File: src/rtl/clk_div_mon_pkg.sv
// Shared types and helpers for the divided-clock monitor.
package clk_div_mon_pkg;

    typedef enum logic [1:0] {
        SEARCH  = 2'd0,
        MEASURE = 2'd1,
        LOCKED  = 2'd2
    } state_t;

    function automatic int cnt_width(input int timeout);
        return $clog2(timeout + 1);
    endfunction

endpackage

File: src/rtl/clk_div_monitor_if.sv
// Divided-clock sample in, edge strobes and period/lock status out.
// No backpressure: every field is a level or a one-cycle strobe.
interface clk_div_monitor_if #(
    parameter int CNT_W = 7
);
    logic             i_clk_div;
    logic             i_clr_err;
    logic             o_rise_pulse;
    logic             o_fall_pulse;
    logic [CNT_W-1:0] o_period;
    logic [CNT_W-1:0] o_high_time;
    logic             o_meas_valid;
    logic             o_locked;
    logic             o_mismatch;
    logic             o_timeout_err;

    modport master (
        input  i_clk_div, i_clr_err,
        output o_rise_pulse, o_fall_pulse, o_period, o_high_time,
               o_meas_valid, o_locked, o_mismatch, o_timeout_err
    );

    modport slave (
        output i_clk_div, i_clr_err,
        input  o_rise_pulse, o_fall_pulse, o_period, o_high_time,
               o_meas_valid, o_locked, o_mismatch, o_timeout_err
    );
endinterface

File: src/rtl/clk_edge_detect.sv
// Rise/fall detector for a signal already in the i_clk domain.
// Outputs are combinational in the edge cycle; no backpressure.
module clk_edge_detect (
    input  logic i_clk,
    input  logic i_rstn,
    input  logic i_sig,
    output logic o_rise,
    output logic o_fall
);
    logic r_prev;

    always_ff @(posedge i_clk) begin
        if (!i_rstn) begin
            r_prev <= 1'b0;
        end else begin
            r_prev <= i_sig;
        end
    end

    assign o_rise = i_sig & ~r_prev;
    assign o_fall = ~i_sig & r_prev;
endmodule

File: src/rtl/clk_div_monitor.sv
// Measures period/high time of a divided clock, tracks lock and stalls.
// All outputs registered, 1 cycle after the edge; no backpressure.
module clk_div_monitor
    import clk_div_mon_pkg::*;
#(
    parameter int EXP_PERIOD = 4,
    parameter int LOCK_COUNT = 4,
    parameter int TIMEOUT    = 64,
    parameter int CNT_W      = cnt_width(TIMEOUT)
) (
    input  logic              i_clk,
    input  logic              i_rstn,
    clk_div_monitor_if.master mon
);
    localparam int MATCH_W = $clog2(LOCK_COUNT + 1);

    localparam logic [CNT_W-1:0]   CNT_ONE    = CNT_W'(1);
    localparam logic [CNT_W-1:0]   CNT_MAX    = '1;
    localparam logic [CNT_W-1:0]   CNT_EXP    = CNT_W'(EXP_PERIOD);
    localparam logic [CNT_W-1:0]   CNT_TO     = CNT_W'(TIMEOUT);
    localparam logic [MATCH_W-1:0] MATCH_ONE  = MATCH_W'(1);
    localparam logic [MATCH_W-1:0] LOCK_MATCH = MATCH_W'(LOCK_COUNT);

    logic               w_rise;
    logic               w_fall;
    logic [MATCH_W-1:0] w_match_inc;

    logic [CNT_W-1:0]   r_cnt;
    logic [CNT_W-1:0]   r_hi_stage;
    state_t             r_state;
    logic [MATCH_W-1:0] r_match;
    logic               r_rise_pulse;
    logic               r_fall_pulse;
    logic [CNT_W-1:0]   r_period;
    logic [CNT_W-1:0]   r_high_time;
    logic               r_meas_vld;
    logic               r_locked;
    logic               r_mismatch;
    logic               r_timeout_err;

    state_t             nxt_state;
    logic [MATCH_W-1:0] nxt_match;
    logic [CNT_W-1:0]   nxt_period;
    logic [CNT_W-1:0]   nxt_high;
    logic               nxt_meas_vld;
    logic               nxt_locked;
    logic               nxt_mismatch;
    logic               nxt_timeout;

    clk_edge_detect u_edge (
        .i_clk  (i_clk),
        .i_rstn (i_rstn),
        .i_sig  (mon.i_clk_div),
        .o_rise (w_rise),
        .o_fall (w_fall)
    );

    // cnt counts cycles since the last rise; saturating keeps a dead divider visible.
    always_ff @(posedge i_clk) begin
        if (!i_rstn) begin
            r_cnt      <= '0;
            r_hi_stage <= '0;
        end else begin
            if (w_rise) begin
                r_cnt <= CNT_ONE;
            end else if (r_cnt != CNT_MAX) begin
                r_cnt <= r_cnt + CNT_ONE;
            end
            if (w_fall) begin
                r_hi_stage <= r_cnt;
            end
        end
    end

    assign w_match_inc = r_match + MATCH_ONE;

    always_comb begin
        nxt_state    = r_state;
        nxt_match    = r_match;
        nxt_period   = r_period;
        nxt_high     = r_high_time;
        nxt_meas_vld = 1'b0;
        nxt_locked   = r_locked;
        nxt_mismatch = 1'b0;
        nxt_timeout  = r_timeout_err & ~mon.i_clr_err;

        case (r_state)
            SEARCH: begin
                nxt_match  = '0;
                nxt_locked = 1'b0;
                if (w_rise) begin
                    nxt_state = MEASURE;
                end
            end
            MEASURE, LOCKED: begin
                // A rise on the timeout cycle is a real (long) period, not a stall.
                if (w_rise) begin
                    nxt_period   = r_cnt;
                    nxt_high     = r_hi_stage;
                    nxt_meas_vld = 1'b1;
                    if (r_cnt == CNT_EXP) begin
                        if (r_state == MEASURE) begin
                            nxt_match = w_match_inc;
                            if (w_match_inc >= LOCK_MATCH) begin
                                nxt_state  = LOCKED;
                                nxt_locked = 1'b1;
                            end
                        end
                    end else begin
                        nxt_mismatch = 1'b1;
                        nxt_match    = '0;
                        nxt_locked   = 1'b0;
                        nxt_state    = MEASURE;
                    end
                end else if (r_cnt == CNT_TO) begin
                    nxt_timeout = 1'b1;
                    nxt_locked  = 1'b0;
                    nxt_match   = '0;
                    nxt_state   = SEARCH;
                end
            end
            default: begin
                nxt_state  = SEARCH;
                nxt_match  = '0;
                nxt_locked = 1'b0;
            end
        endcase
    end

    always_ff @(posedge i_clk) begin
        if (!i_rstn) begin
            r_state       <= SEARCH;
            r_match       <= '0;
            r_rise_pulse  <= 1'b0;
            r_fall_pulse  <= 1'b0;
            r_period      <= '0;
            r_high_time   <= '0;
            r_meas_vld    <= 1'b0;
            r_locked      <= 1'b0;
            r_mismatch    <= 1'b0;
            r_timeout_err <= 1'b0;
        end else begin
            r_state       <= nxt_state;
            r_match       <= nxt_match;
            r_rise_pulse  <= w_rise;
            r_fall_pulse  <= w_fall;
            r_period      <= nxt_period;
            r_high_time   <= nxt_high;
            r_meas_vld    <= nxt_meas_vld;
            r_locked      <= nxt_locked;
            r_mismatch    <= nxt_mismatch;
            r_timeout_err <= nxt_timeout;
        end
    end

    assign mon.o_rise_pulse  = r_rise_pulse;
    assign mon.o_fall_pulse  = r_fall_pulse;
    assign mon.o_period      = r_period;
    assign mon.o_high_time   = r_high_time;
    assign mon.o_meas_valid  = r_meas_vld;
    assign mon.o_locked      = r_locked;
    assign mon.o_mismatch    = r_mismatch;
    assign mon.o_timeout_err = r_timeout_err;
endmodule

File: src/flat_wrapper.sv
// flat-port wrapper written by rule: the top's interface ports become plain ports
module clk_div_monitor_flat import clk_div_mon_pkg::*;
#(
    parameter int EXP_PERIOD = 4,
    parameter int LOCK_COUNT = 4,
    parameter int TIMEOUT    = 64,
    parameter int CNT_W      = cnt_width(TIMEOUT)
)
  (i_clk, i_rstn, mon_i_clk_div, mon_i_clr_err, mon_o_rise_pulse, mon_o_fall_pulse, mon_o_period, mon_o_high_time, mon_o_meas_valid, mon_o_locked, mon_o_mismatch, mon_o_timeout_err);
  clk_div_monitor_if #(.CNT_W(CNT_W)) mon_i ();
  input  logic i_clk;
  input  logic i_rstn;
  input wire logic [$bits(mon_i.i_clk_div)-1:0] mon_i_clk_div;
  input wire logic [$bits(mon_i.i_clr_err)-1:0] mon_i_clr_err;
  output wire logic [$bits(mon_i.o_rise_pulse)-1:0] mon_o_rise_pulse;
  output wire logic [$bits(mon_i.o_fall_pulse)-1:0] mon_o_fall_pulse;
  output wire logic [$bits(mon_i.o_period)-1:0] mon_o_period;
  output wire logic [$bits(mon_i.o_high_time)-1:0] mon_o_high_time;
  output wire logic [$bits(mon_i.o_meas_valid)-1:0] mon_o_meas_valid;
  output wire logic [$bits(mon_i.o_locked)-1:0] mon_o_locked;
  output wire logic [$bits(mon_i.o_mismatch)-1:0] mon_o_mismatch;
  output wire logic [$bits(mon_i.o_timeout_err)-1:0] mon_o_timeout_err;
  assign mon_i.i_clk_div = mon_i_clk_div;
  assign mon_i.i_clr_err = mon_i_clr_err;
  assign mon_o_rise_pulse = mon_i.o_rise_pulse;
  assign mon_o_fall_pulse = mon_i.o_fall_pulse;
  assign mon_o_period = mon_i.o_period;
  assign mon_o_high_time = mon_i.o_high_time;
  assign mon_o_meas_valid = mon_i.o_meas_valid;
  assign mon_o_locked = mon_i.o_locked;
  assign mon_o_mismatch = mon_i.o_mismatch;
  assign mon_o_timeout_err = mon_i.o_timeout_err;
  clk_div_monitor #(.EXP_PERIOD(EXP_PERIOD), .LOCK_COUNT(LOCK_COUNT), .TIMEOUT(TIMEOUT), .CNT_W(CNT_W)) u_core (.i_clk(i_clk), .i_rstn(i_rstn), .mon(mon_i));
endmodule
File: config.mk
export PLATFORM = sky130hd
export DESIGN_NAME = clk_div_monitor_flat
export DESIGN_NICKNAME = d
export VERILOG_FILES = /design/src/rtl/clk_div_mon_pkg.sv /design/src/rtl/clk_div_monitor_if.sv /design/src/rtl/clk_edge_detect.sv /design/src/rtl/clk_div_monitor.sv /design/src/flat_wrapper.sv
export SDC_FILE = /design/constraint.sdc
export NUM_CORES = 1
export LEC_CHECK = 0
export ABC_AREA = 1
export CORE_MARGIN = 3
export CORE_UTILIZATION = 57
export DETAILED_ROUTE_END_ITERATION = 8
export PLACE_DENSITY = 0.88
export SLEW_MARGIN = 0
export SYNTH_ARGS = -nofsm -noshare
export SYNTH_HDL_FRONTEND = slang
export SYNTH_SLANG_ARGS = --single-unit
File: constraint.sdc
create_clock -name i_clk -period 3.4 [get_ports i_clk]
set_input_delay 0.51 -clock i_clk [delete_from_list [all_inputs] [get_ports i_clk]]
set_output_delay 0.51 -clock i_clk [all_outputs]
set_load 0.05 [all_outputs]
==> metrics.md <==
| Metric | Value |
|---|---|
| Synth Area in Simple Gates | `24.4%` |
| CP arrival | `1520 ps` |
| Top-area cell type share of the netlist area | `47.5%` |
| Pin count of the biggest net entering global routing | `29` |
| Syn-to-layout area delta | `17.7%` |
| Clk_skew | `7.45 ps` |
| Outcome | `complete, no violations` |
| Worst path bufs/invs | `1` |
| CTS buffer count | `5` |
| Port Buf Inserts | `23` |
| RR Endpoint | `u_core.r_state[0]$_SDFFE_PN0P_` |
| Rel. slew slack | `57.2%` |
| Reg2reg start | `u_core.r_state[0]$_SDFFE_PN0P_` |
| Worst EP required | `2890 ps` |
| Peak VDD IR | `634 uV` |
| Largest stage delay, worst path | `810 ps` |
| CTS tree | `built` |
| Power Density | `705 nW/um^2` |
| Commonest non-fill, non-tap cells in the layout | `nor2_1, dfxtp_1, o21ai_0, nand2_1, clkdlybuf4s50_1` |
| Sequential element share of the synthesized area | `47.5%` |
| Crit path max-delay family | `buffers and inverters` |
| P_leak | `0.854 nW` |
| Detailed placer's ending HPWL | `2310 microns` |
| Netlist Area Pre-Place | `1690 sq um` |
| Layout cells sized above 1 | `11.6%` |
| Slew Limit Fails | `0` |
| RSZ-0062 raised after global routing | `no` |
| Placed cell area | `1920 sq um` |
| Top-level I/O count | `24` |
| Clock Pin Slew Worst Setup and Hold Paths | `120 ps` |
| Crit-path slowest cell | `clkdlybuf4s50_1` |
| Setup CP Type | `reg2out` |
| Rows | `19` |
| Clock tree buffer depth | `2` |
| CTS sink count | `40` |
| HP Start | `u_core.u_edge.r_prev$_SDFF_PN0_` |
| Setup TNS | `0 ps` |
| First-pass GRT wire length | `5800 microns` |
| Total overflow reported by the global router | `0` |
| Largest family of logic cells by synthesized area | `simple AND/OR/NAND/NOR gates` |
| Wirelength, routed | `3240 microns` |
| Max_cap viols | `0` |
| Final Net Count | `250` |
| Measured slew at the worst slew-check pin | `640 ps` |
| Post-Layout Inst Area | `1980 sq um` |
| Core area | `2780 sq um` |
| Worst min path class | `reg2reg` |
| Top fanout value on the critical path | `2` |
| Yosys reg bits | `40` |
| Hold Path End | `u_core.mon.o_rise_pulse$_SDFF_PN0_` |
| DRT antenna net count | `0` |
| Most area-hungry cell type in the Yosys netlist | `dfxtp_1` |
| Initial antenna violation count | `0` |
| Complex-gate fraction of the synthesized area | `15.1%` |
| Syn_nets | `226` |
| Post-synthesis cell count | `216` |
| ANT cells | `0` |
| Cts hold-fix bufs | `0` |
| Drt pass-1 iters | `4` |
| Register-to-register setup slack | `1450 ps` |
| Crit-path cells | `clkdlybuf4s50_1` |
| Dominant synthesized flop cell | `dfxtp_1` |
| Initial core utilization | `60.6%` |
| GR Util All Layers | `21.5%` |
| R2R cell count | `10` |
| Vias per Instance | `5.19` |
| DR WL/cell | `11.9 microns` |
| Root Buffer | `clkbuf_4` |
| H-tree depth | `2` |
| Hold Path Depth | `1` |
| Max Fclk | `493 MHz` |
| Die footprint | `3650 sq um` |
| Placed insts | `264` |
| Multiplexer area fraction after synthesis | `0%` |
| Unique masters post-synth | `26` |
| Post-CTS Setup Bufs | `0` |
| Crit path time final | `2030 ps` |
| Final worst path period share | `59.7%` |
| Routability cong. | `0.817` |
| Syn avg cell area | `7.80 sq um` |
| Routed vias | `1,413` |
| Chip height | `60.4 microns` |
| Synth Warn # | `0` |
| Most area-consuming cells after synthesis | `dfxtp_1, nor2_1, o21ai_0` |
| DRC | `0` |
| Post-synthesis xor/xnor area fraction | `0%` |
| Die Wd | `60.4 microns` |
| Setup violators final | `0` |
| Post-synth EDFFs | `0` |
| Crit. path cell count | `1` |
| Worst-Skew Late Latency | `350 ps` |
| Adder-cell area share of the yosys netlist | `4.45%` |
| Post-cts resize count | `0` |
| Async S/R FF share, synth | `0%` |
| Final Hold Vio Count | `0` |
| Endpoint class of the critical path | `output port` |
| Vias in the first global route | `1,340` |
| 1st-iter DRT viols | `42` |
| Cell Count, Final, Fillers Out | `272` |
| Startpoint types | `flop` |
## through the flow
step	total power [W]	setup WS [ps]	util (%)	hold slack, ps
final	0.00140	1370	71.3	419
after global routing	0.00148	1190	71.3	436
after CTS	0.00140	1360	71.3	423
after detailed placement	0.00114	1180	68.9	405
after global placement	0.00114	1240	68.9	401
after floorplan	0.000993	1940	-	391
## area by class of cell
class	count	area, sq um
timing repair buffer	24	238
sequential	40	801
inverter	26	97.6
fill	226	798
tap	31	38.8
clock buffer	6	51.3
multi-input combinational	143	742
clock inverter	2	15.0
## worst register-to-register path, stage by stage (launching register included)
cell     delay, ps
dfxtp_1        410
inv_1           70
ha_1           320
inv_1          110
nor2_2         530
nand2_1        150
nand2_1         90
nand2_1         50
nand3_1         50
nand2_1         50
nor2_1          80
## state kept, by name (all words and copies together), names as in the netlist
name and flops:
u_core.mon.o_meas_valid 1, u_core.r_state 2, u_core.mon.o_mismatch 1, u_core.mon.o_period 7, u_core.mon.o_rise_pulse 1, u_core.r_match 3, u_core.mon.o_locked 1, u_core.r_hi_stage 7
u_core.mon.o_fall_pulse 1, u_core.mon.o_timeout_err 1, u_core.mon.o_high_time 7, u_core.r_cnt 7, u_core.u_edge.r_prev 1
## worst max path at each step
stage,startpoint,endpoint
floorplan,u_core.r_state[0]$_SDFFE_PN0P_,u_core.mon.o_high_time[0]$_SDFFE_PN0P_
global placement,mon_i_clk_div,u_core.r_state[0]$_SDFFE_PN0P_
detailed placement,mon_i_clk_div,u_core.r_state[0]$_SDFFE_PN0P_
CTS,u_core.mon.o_period[0]$_SDFFE_PN0P_,mon_o_period[0]
global route,u_core.r_state[0]$_SDFFE_PN0P_,u_core.r_state[0]$_SDFFE_PN0P_
finish,u_core.mon.o_period[6]$_SDFFE_PN0P_,mon_o_period[6]
## synth_stat cells (2+ instances only)
library cell  instances
nand2_1              25
nor2_2                3
nand3_1               5
inv_2                 4
a21oi_2               2
inv_1                22
nor2_4                2
nand3_2               2
buf_4                 2
nor2_1               40
a31oi_1               3
nand2_2               4
o21ai_0              25
a21oi_1              16
ha_1                  6
dfxtp_1              40
buf_2                 3
nand4_1               4
## routing by layer
metal  GRT usage (%)  wire length (microns)
met1            27.6                   1580
met2            34.0                   1450
met3            5.32                    141
met4            9.81                     63
met5               0                      0
## cells by family after synthesis
family / Yosys count
and+or+nand+nor: 89
buffers and inverters: 33
AOI/OAI and AO/OA: 48
adders and majority gates: 6
DFF: 40
## where the power goes
| part | leakage (nW) | total, W | internal, W | switching, W |
|---|---|---|---|---|
| Sequential | 0.326 | 0.000583 | 0.000542 | 0.0000406 |
| Combinational | 0.497 | 0.000551 | 0.000171 | 0.000379 |
| Clock | 0.0305 | 0.000264 | 0.000100 | 0.000164 |
(Power assumes the default switching activity.)
